File: src/rtl/poly_tone_player_pkg.sv
// Shared types and constants for the polyphonic tone player.
package poly_tone_pkg;

  typedef enum logic [1:0] {
    IDLE = 2'd0,
    PLAY = 2'd1,
    HOLD = 2'd2
  } chan_state_t;

  localparam logic [1:0] PIEZO_OFF = 2'b00;

  localparam int CMD_DIV_W = 16;
  localparam int CMD_DUR_W = 8;

  // Command word at the default field widths, as produced by the tune sequencer.
  typedef struct packed {
    logic [1:0]           chan;
    logic [CMD_DIV_W-1:0] period;
    logic [CMD_DUR_W-1:0] dur;
  } tone_cmd_t;

endpackage

File: src/rtl/poly_tone_player_if.sv
// Shared note command port: channel, half-period and duration with valid/ready.
interface poly_tone_player_if #(
  parameter int DIV_W = 16,
  parameter int DUR_W = 8
);
  logic             cmd_valid;
  logic             cmd_ready;
  logic [1:0]       cmd_chan;
  logic [DIV_W-1:0] cmd_period;
  logic [DUR_W-1:0] cmd_dur;

  modport master (output cmd_valid, cmd_chan, cmd_period, cmd_dur, input cmd_ready);
  modport slave  (input cmd_valid, cmd_chan, cmd_period, cmd_dur, output cmd_ready);
endinterface

File: src/rtl/poly_tone_player_tone_channel.sv
// One tone channel: pending slot, IDLE/PLAY/HOLD FSM, half-period divider and duration counter.
module tone_channel
  import poly_tone_pkg::*;
#(
  parameter int DIV_W = 16,
  parameter int DUR_W = 8
) (
  input  logic             clk,
  input  logic             rst_n,
  input  logic             ena,
  input  logic             tick,
  input  logic             load,
  input  logic [DIV_W-1:0] load_period,
  input  logic [DUR_W-1:0] load_dur,
  output logic [1:0]       pins,
  output logic             busy,
  output logic             note_done,
  output logic             pend_valid
);

  chan_state_t      state;
  logic [DIV_W-1:0] pend_period;
  logic [DUR_W-1:0] pend_dur;
  logic [DIV_W-1:0] period;
  logic [DUR_W-1:0] remaining;
  logic [DIV_W-1:0] half_cnt;
  logic             phase;
  logic             promote;
  logic             finish;

  // load only happens with the slot empty and promote only with it full,
  // so the two never collide on pend_valid.
  always_comb begin
    promote = 1'b0;
    finish  = 1'b0;
    if (ena) begin
      case (state)
        IDLE: promote = pend_valid;
        PLAY: begin
          if (tick && remaining == DUR_W'(1)) begin
            promote = pend_valid;
            finish  = !pend_valid;
          end
        end
        HOLD:    promote = tick && pend_valid;
        default: promote = 1'b0;
      endcase
    end
  end

  always_ff @(posedge clk or negedge rst_n) begin
    if (!rst_n) begin
      state       <= IDLE;
      pend_valid  <= 1'b0;
      pend_period <= '0;
      pend_dur    <= '0;
      period      <= '0;
      remaining   <= '0;
      half_cnt    <= '0;
      phase       <= 1'b0;
      note_done   <= 1'b0;
    end else begin
      note_done <= 1'b0;
      if (load) begin
        pend_valid  <= 1'b1;
        pend_period <= load_period;
        pend_dur    <= load_dur;
      end
      if (promote) begin
        state      <= (pend_dur != '0) ? PLAY : HOLD;
        period     <= pend_period;
        remaining  <= pend_dur;
        half_cnt   <= '0;
        phase      <= 1'b0;
        pend_valid <= 1'b0;
      end else if (finish) begin
        state     <= IDLE;
        note_done <= 1'b1;
      end else if (ena && state != IDLE) begin
        if (state == PLAY && tick) begin
          remaining <= remaining - 1'b1;
        end
        if (period != '0) begin
          if (half_cnt == period - 1'b1) begin
            half_cnt <= '0;
            phase    <= ~phase;
          end else begin
            half_cnt <= half_cnt + 1'b1;
          end
        end
      end
    end
  end

  assign busy = (state != IDLE);
  assign pins = (busy && period != '0 && ena) ? {~phase, phase} : PIEZO_OFF;

endmodule

File: src/rtl/poly_tone_player.sv
// Polyphonic square-wave tone player: shared prescaler, command demux and ready mux.
module poly_tone_player
  import poly_tone_pkg::*;
#(
  parameter int CHANNELS = 2,
  parameter int DIV_W    = 16,
  parameter int DUR_W    = 8,
  parameter int TICK_DIV = 1000
) (
  input  logic                  clk,
  input  logic                  rst_n,
  input  logic                  ena,
  poly_tone_player_if.slave     cmd,
  output logic [2*CHANNELS-1:0] piezo,
  output logic [CHANNELS-1:0]   busy,
  output logic [CHANNELS-1:0]   note_done
);

  localparam int PW = (TICK_DIV > 1) ? $clog2(TICK_DIV) : 1;

  logic [PW-1:0]       presc;
  logic                tick;
  logic [CHANNELS-1:0] pend_valid;
  logic [3:0]          pend_pad;

  assign tick = ena && (presc == PW'(TICK_DIV - 1));

  always_ff @(posedge clk or negedge rst_n) begin
    if (!rst_n) begin
      presc <= '0;
    end else if (ena) begin
      presc <= tick ? '0 : presc + 1'b1;
    end
  end

  // Unpopulated channel slots read as empty, so out-of-range commands are taken and dropped.
  always_comb begin
    pend_pad                 = '0;
    pend_pad[CHANNELS-1:0]   = pend_valid;
  end

  assign cmd.cmd_ready = ~pend_pad[cmd.cmd_chan];

  for (genvar i = 0; i < CHANNELS; i++) begin : g_ch
    tone_channel #(
      .DIV_W (DIV_W),
      .DUR_W (DUR_W)
    ) u_ch (
      .clk         (clk),
      .rst_n       (rst_n),
      .ena         (ena),
      .tick        (tick),
      .load        (cmd.cmd_valid && cmd.cmd_chan == 2'(i) && !pend_valid[i]),
      .load_period (cmd.cmd_period),
      .load_dur    (cmd.cmd_dur),
      .pins        (piezo[2*i+1:2*i]),
      .busy        (busy[i]),
      .note_done   (note_done[i]),
      .pend_valid  (pend_valid[i])
    );
  end

endmodule

File: src/flat_wrapper.sv
// flat-port wrapper written by rule: the top's interface ports become plain ports
module poly_tone_player_flat import poly_tone_pkg::*;
#(
  parameter int CHANNELS = 2,
  parameter int DIV_W    = 16,
  parameter int DUR_W    = 8,
  parameter int TICK_DIV = 1000
)
  (clk, rst_n, ena, piezo, busy, note_done, cmd_cmd_valid, cmd_cmd_chan, cmd_cmd_period, cmd_cmd_dur, cmd_cmd_ready);
  poly_tone_player_if #(.DIV_W(DIV_W), .DUR_W(DUR_W)) cmd_i ();
  input  logic clk;
  input  logic rst_n;
  input  logic ena;
  output logic [2*CHANNELS-1:0] piezo;
  output logic [CHANNELS-1:0] busy;
  output logic [CHANNELS-1:0] note_done;
  input wire logic [$bits(cmd_i.cmd_valid)-1:0] cmd_cmd_valid;
  input wire logic [$bits(cmd_i.cmd_chan)-1:0] cmd_cmd_chan;
  input wire logic [$bits(cmd_i.cmd_period)-1:0] cmd_cmd_period;
  input wire logic [$bits(cmd_i.cmd_dur)-1:0] cmd_cmd_dur;
  output wire logic [$bits(cmd_i.cmd_ready)-1:0] cmd_cmd_ready;
  assign cmd_i.cmd_valid = cmd_cmd_valid;
  assign cmd_i.cmd_chan = cmd_cmd_chan;
  assign cmd_i.cmd_period = cmd_cmd_period;
  assign cmd_i.cmd_dur = cmd_cmd_dur;
  assign cmd_cmd_ready = cmd_i.cmd_ready;
  poly_tone_player #(.CHANNELS(CHANNELS), .DIV_W(DIV_W), .DUR_W(DUR_W), .TICK_DIV(TICK_DIV)) u_core (.clk(clk), .rst_n(rst_n), .ena(ena), .cmd(cmd_i), .piezo(piezo), .busy(busy), .note_done(note_done));
endmodule
File: config.mk
export PLATFORM = sky130hd
export DESIGN_NAME = poly_tone_player_flat
export DESIGN_NICKNAME = d
export VERILOG_FILES = /design/src/rtl/poly_tone_player_pkg.sv /design/src/rtl/poly_tone_player_if.sv /design/src/rtl/poly_tone_player_tone_channel.sv /design/src/rtl/poly_tone_player.sv /design/src/flat_wrapper.sv
export SDC_FILE = /design/constraint.sdc
export NUM_CORES = 1
export LEC_CHECK = 0
export CAP_MARGIN = 10
export CORE_ASPECT_RATIO = 0.6
export CORE_MARGIN = 3
export CORE_UTILIZATION = 40
export CTS_BUF_LIST = sky130_fd_sc_hd__clkbuf_4 sky130_fd_sc_hd__clkbuf_8 sky130_fd_sc_hd__clkbuf_16
export DETAILED_ROUTE_END_ITERATION = 7
export PLACE_DENSITY = 0.65
export SYNTH_ARGS = -nofsm -noshare
export SYNTH_HDL_FRONTEND = slang
export SYNTH_SLANG_ARGS = --single-unit
File: constraint.sdc
create_clock -name clk -period 8.2 [get_ports clk]
set_input_delay 1.64 -clock clk [delete_from_list [all_inputs] [get_ports clk]]
set_output_delay 1.64 -clock clk [all_outputs]
set_load 0.05 [all_outputs]
# After elaboration in Yosys (flattened, before gate mapping)

Index checks and enable logic that the tools add are counted.
Widths: inputs -> output; s select.

Register bits after elaboration: 148
Output and inout bits: 9
Input port bits: 30
Logic and storage cells: 147

Equality and inequality tests: 12
Muxes and demuxes: 59
Add/subtract/negate cells: 7
Reductions and logical operators: 46
Bitwise operators: 3
Order comparisons: 1

Operator list:

| operator              | number |
|---|---|
| $mux 16               | 10 |
| $mux 8                | 8 |
| $add 16x1->16 const B | 2 |
| $eq 16x16->1          | 2 |
| $reduce_bool 16->1    | 2 |
| $sub 16x1->16 const B | 2 |
| $mux 1                | 29 |
| $reduce_bool 2->1     | 14 |
| $logic_and 1x1->1     | 17 |
| $eq 8x1->1 const B    | 2 |
| $mux 2                | 8 |
| $reduce_bool 8->1     | 2 |
| $sub 8x1->8 const B   | 2 |
| $reduce_and 3->1      | 4 |
| $add 10x1->10 const B | 1 |
| $eq 10x10->1 const B  | 1 |
| $mux 10               | 1 |
| $reduce_and 4->1      | 2 |
| $eq 2x1->1 const B    | 3 |
| $logic_not 2->1       | 3 |
| $pmux 1 s3            | 2 |
| $eq 2x2->1 const B    | 2 |
| $ne 2x2->1 const B    | 2 |
| $lt 2x3->1 const B    | 1 |
| 3 further kinds       | 6 |

# Depth between registers and ports, before layout

Depth after elaboration: 8
Depth in mapped cells: 12
Mapped depth without buffers: 10

# Cells and area by module

From an unflattened synthesis, not the netlist that was laid out.

Cells, all modules: 841
Area total of the unflattened synthesis: 8,080.2 µm²

Modules (own cells, without submodules):

| module           | instances | cells an instance | sequential area each (µm²) | area an instance (µm²) |
|---|---|---|---|---|
| tone_channel     | 2         | 393               | 1,726.7                    | 3,766.1 |
| poly_tone_player | 1         | 55                | 250.2                      | 548.0 |

# Worst setup path before layout

OpenSTA, ideal clock, no wires.

Kind: input to output
Start: in ena
End: out piezo[2]
Stages: 3
Data required time: 6,560 ps
Arrival time: 2,569 ps
Slack: 3,991 ps
Path buffers: 0
Cells stage by stage: nand2_1 -> a31o_2 -> nor2_1

Word-level cells in the longest chain between the ends: 2

RTL lines:

| what              | line                                | source |
|---|---|---|
| from (decl)       | flat_wrapper.sv:13                  | `input logic ena;` |
| $logic_and 1x1->1 | poly_tone_player_tone_channel.sv:96 | `assign pins = (busy && period != '0 && ena) ? {~phase, phase} : PIEZO_OFF;` |
| $mux 2            | poly_tone_player_tone_channel.sv:96 |  |
| to (decl)         | flat_wrapper.sv:14                  | `output logic [2*CHANNELS-1:0] piezo;` |

No other way between the ends.

# Final worst setup path

Ends and elaborated chain as after synthesis.

==> reports/summary.txt <==
Max transition margin: 0.434
Clock Pin Slew Worst Setup and Hold Paths: 0.06 ns
cell leakage power: 3.89 nW
setup repair after global routing missed its margin: false
Starting Density: 0.421
cell chain of the critical path: clkdlybuf4s50_1 -> nand2_1 -> a31o_2 -> nor2_1 -> clkdlybuf4s50_1
critical path launch point type: primary input
Layout fillers: 1729
Max-Cap Viols: 0
Seq/Total Area, Yosys: 0.472
post-DR vias/cell: 5.33
dominant cell type by count on the critical path: sky130_fd_sc_hd__clkdlybuf4s50_1
Worst Max-Slew Pin Slew: 0.841 ns
Post-Synthesis Cell Area: 7850 µm²
Worst Hold Depth: 2
arrival time at the worst endpoint: 3.76 ns
Async SR Flop Fraction: 1.00
top-level port count: 39
synth-to-layout area growth: 15.5%
initial antenna violation count: 0
post-synthesis net count: 823
number of diodes added for antenna fixing: 0
global-route wire length before repair: 29900 µm
CTS-repair resized insts: 0
GRT Resource Usage Total: 0.173
area of the core: 18600 µm²
register bit total from synthesis: 148
die extent in y: 114 µm
half-perimeter wire length after detailed placement: 12500 µm
final hold slack: 0.458 ns
level count of the clock H-tree: 4
Skew-Pair Late Insertion Delay: 0.42 ns
multi-input gate area in the final layout: 3880 µm²
Required @ worst endpoint: 6.56 ns
FMAX: 185 MHz
time the worst path needs with I/O delays and setup: 5.40 ns
Clock Tree Root: sky130_fd_sc_hd__clkbuf_16
Post-CTS Repair Setup Buffers: 0
syn_area_per_cell: 10.0 µm²
largest fanout on the critical path: 14
IR Drop Worst-Case VDD: 0.167 mV
routability congestion estimate from global placement: 0.846
placed insts: 1053
Worst path slowest cell: sky130_fd_sc_hd__clkdlybuf4s50_1
count of flip-flops with a built-in enable after synthesis: 0
pin count of the biggest net entering global routing: 94
leading cell type in the layout, fill and taps excluded: sky130_fd_sc_hd__dfrtp_1
Final Skew: 0.00974 ns
post-DR wirelength/cell: 16.3 µm
net total in the final layout: 851
cell area after layout: 9060 µm²
vias in the first global route: 5578
unique cell type count in the Yosys netlist: 68
clock buffers created by TritonCTS: 17
Die Outline Area: 21400 µm²
number of optimization iterations in the first detailed-route pass: 5
count of nets left with antenna violations after detail routing: 0
outcome: finished clean
power density cells: 293 nW/µm²
WS Path Type: in -> out
clock tree from TritonCTS: built
count of vias placed by the detailed router: 5783
horizontal die dimension: 187 µm
number of buffer cells added on primary ports: 38
WL final: 17600 µm
Critical Path Max Stage Delay: 0.80 ns
leading cell types in the layout, fill and taps excluded: sky130_fd_sc_hd__dfrtp_1 (148), sky130_fd_sc_hd__nand2_1 (120), sky130_fd_sc_hd__mux2_2 (66)
Hold Path Class: reg -> reg
share of the cycle needed by the critical path after routing: 0.659
total negative slack: 0 ns
worst reg2reg path depth: 8
most frequently used flop master after synthesis: sky130_fd_sc_hd__dfrtp_1
number of instances in the synthesized netlist: 784
crit end category: output pin
Max Transition Viols Final: 0
number of placement rows: 38
final count of hold timing violations: 0
Iter 0 DRT Violations: 400
total DRC errors in the routed layout: 0
count of yosys warnings during synthesis: 0
Placed Instance Area: 8430 µm²
aggregate global routing overflow: 0
post-layout util: 0.486
fraction of layout cells with a size suffix above 1: 0.161
Clock Tree Buf Depth: 2
final setup violating endpoints: 0
CTS sink cnt: 148
number of hold-repair buffers added at the cts stage: 0
non-filler cells in the finished layout: 1085
Storage cell area: 3700 µm²
-- state kept, by name (all words and copies together), names as in the netlist --
signal,flops
u_core.g_ch.u_ch.half_cnt,32
u_core.g_ch.u_ch.pend_period,32
u_core.g_ch.u_ch.period,32
u_core.g_ch.u_ch.pend_dur,16
u_core.g_ch.u_ch.remaining,16
u_core.presc,10
u_core.g_ch.u_ch.state,4
u_core.g_ch.u_ch.note_done,2
u_core.g_ch.u_ch.pend_valid,2
u_core.g_ch.u_ch.phase,2
-- per-stage QoR --
step,power [mW],setup WS (ns)
floorplan,1.62,3.99
global placement,1.81,2.84
detailed placement,1.83,2.80
CTS,2.67,2.79
global route,2.82,2.69
finish,2.65,2.80
-- cell families after synthesis --
kind of cell | count (synthesis) | share of synthesized area
flip-flops | 148 | 0.472
buffers and inverters | 56 | 0.0346
adder cells (fa/ha/maj) | 9 | 0.0144
XOR/XNOR | 84 | 0.0938
multiplexers | 68 | 0.0973
AND/OR/NAND/NOR | 327 | 0.210
AO/OA/AOI/OAI | 92 | 0.0777
-- per-layer routing --
metal	track usage	vias up	wire, µm
met2	0.234	131	7020
li1	-	2778	-
met4	0.0453	0	135
met3	0.0382	12	913
met1	0.274	2862	9570
met5	0	-	0
-- report_power, final --
part           internal (mW)  leakage (nW)  total, mW  switching [mW]
clock network          0.526         0.313      0.826           0.301
registers              0.919          1.88       1.13           0.207
logic                  0.324          1.69      0.701           0.377
-- Yosys cell counts, drive strengths merged, types with 6 or more instances --
cell type    n  area, µm²
o211ai       6       50.1
inv         18       67.6
or4         12        101
nor2        60        233
nor2b        6       37.5
a21oi       17       96.4
buf         19        131
xnor2       56        490
a31oi        8       50.1
and2         7       43.8
nand2b       6       37.5
o21ai       36        184
nand3       23        115
nor4        16        136
mux2        66        743
nor3b        7       52.6
clkbuf      19       72.6
nor3        26        135
xor2        28        245
nand4       12       75.1
dfrtp      148       3700
nand2      120        450
and3        11       68.8
ha           9        113
-- final timing paths --
path,startpoint,end,slack (ns)
worst max-delay path,ena,piezo[2],2.80
worst min-delay path,u_core.g_ch[0].u_ch.pend_period[9]$_DFFE_PN0P_,u_core.g_ch[0].u_ch.period[9]$_DFFE_PN0N_,0.46
worst max register to register,u_core.g_ch[0].u_ch.period[4]$_DFFE_PN0N_,u_core.g_ch[0].u_ch.half_cnt[13]$_DFFE_PN0P_,4.58
worst min register to register,u_core.g_ch[0].u_ch.pend_period[9]$_DFFE_PN0P_,u_core.g_ch[0].u_ch.period[9]$_DFFE_PN0N_,0.46
max in group asynchronous,rst_n,u_core.g_ch[1].u_ch.pend_dur[3]$_DFFE_PN0P_,5.70
min in group asynchronous,rst_n,u_core.g_ch[0].u_ch.remaining[2]$_DFFE_PN0P_,1.29
-- area by class of cell --
cell class	instances	area share
multi-input cells	580	0.429
clock buffers	24	0.0562
flip-flops and latches	148	0.409
repair buffers	47	0.0496
clock inverters	8	0.0134
well taps	260	0.0359
inverters	18	0.00746
-- critical path, delay by kind of cell --
kind                   cells  cell delay (ns)
AND/OR/NAND/NOR            2             0.23
buffers and inverters      2             1.58
AO/OA/AOI/OAI              1             0.30
(Power assumes the default switching activity.)
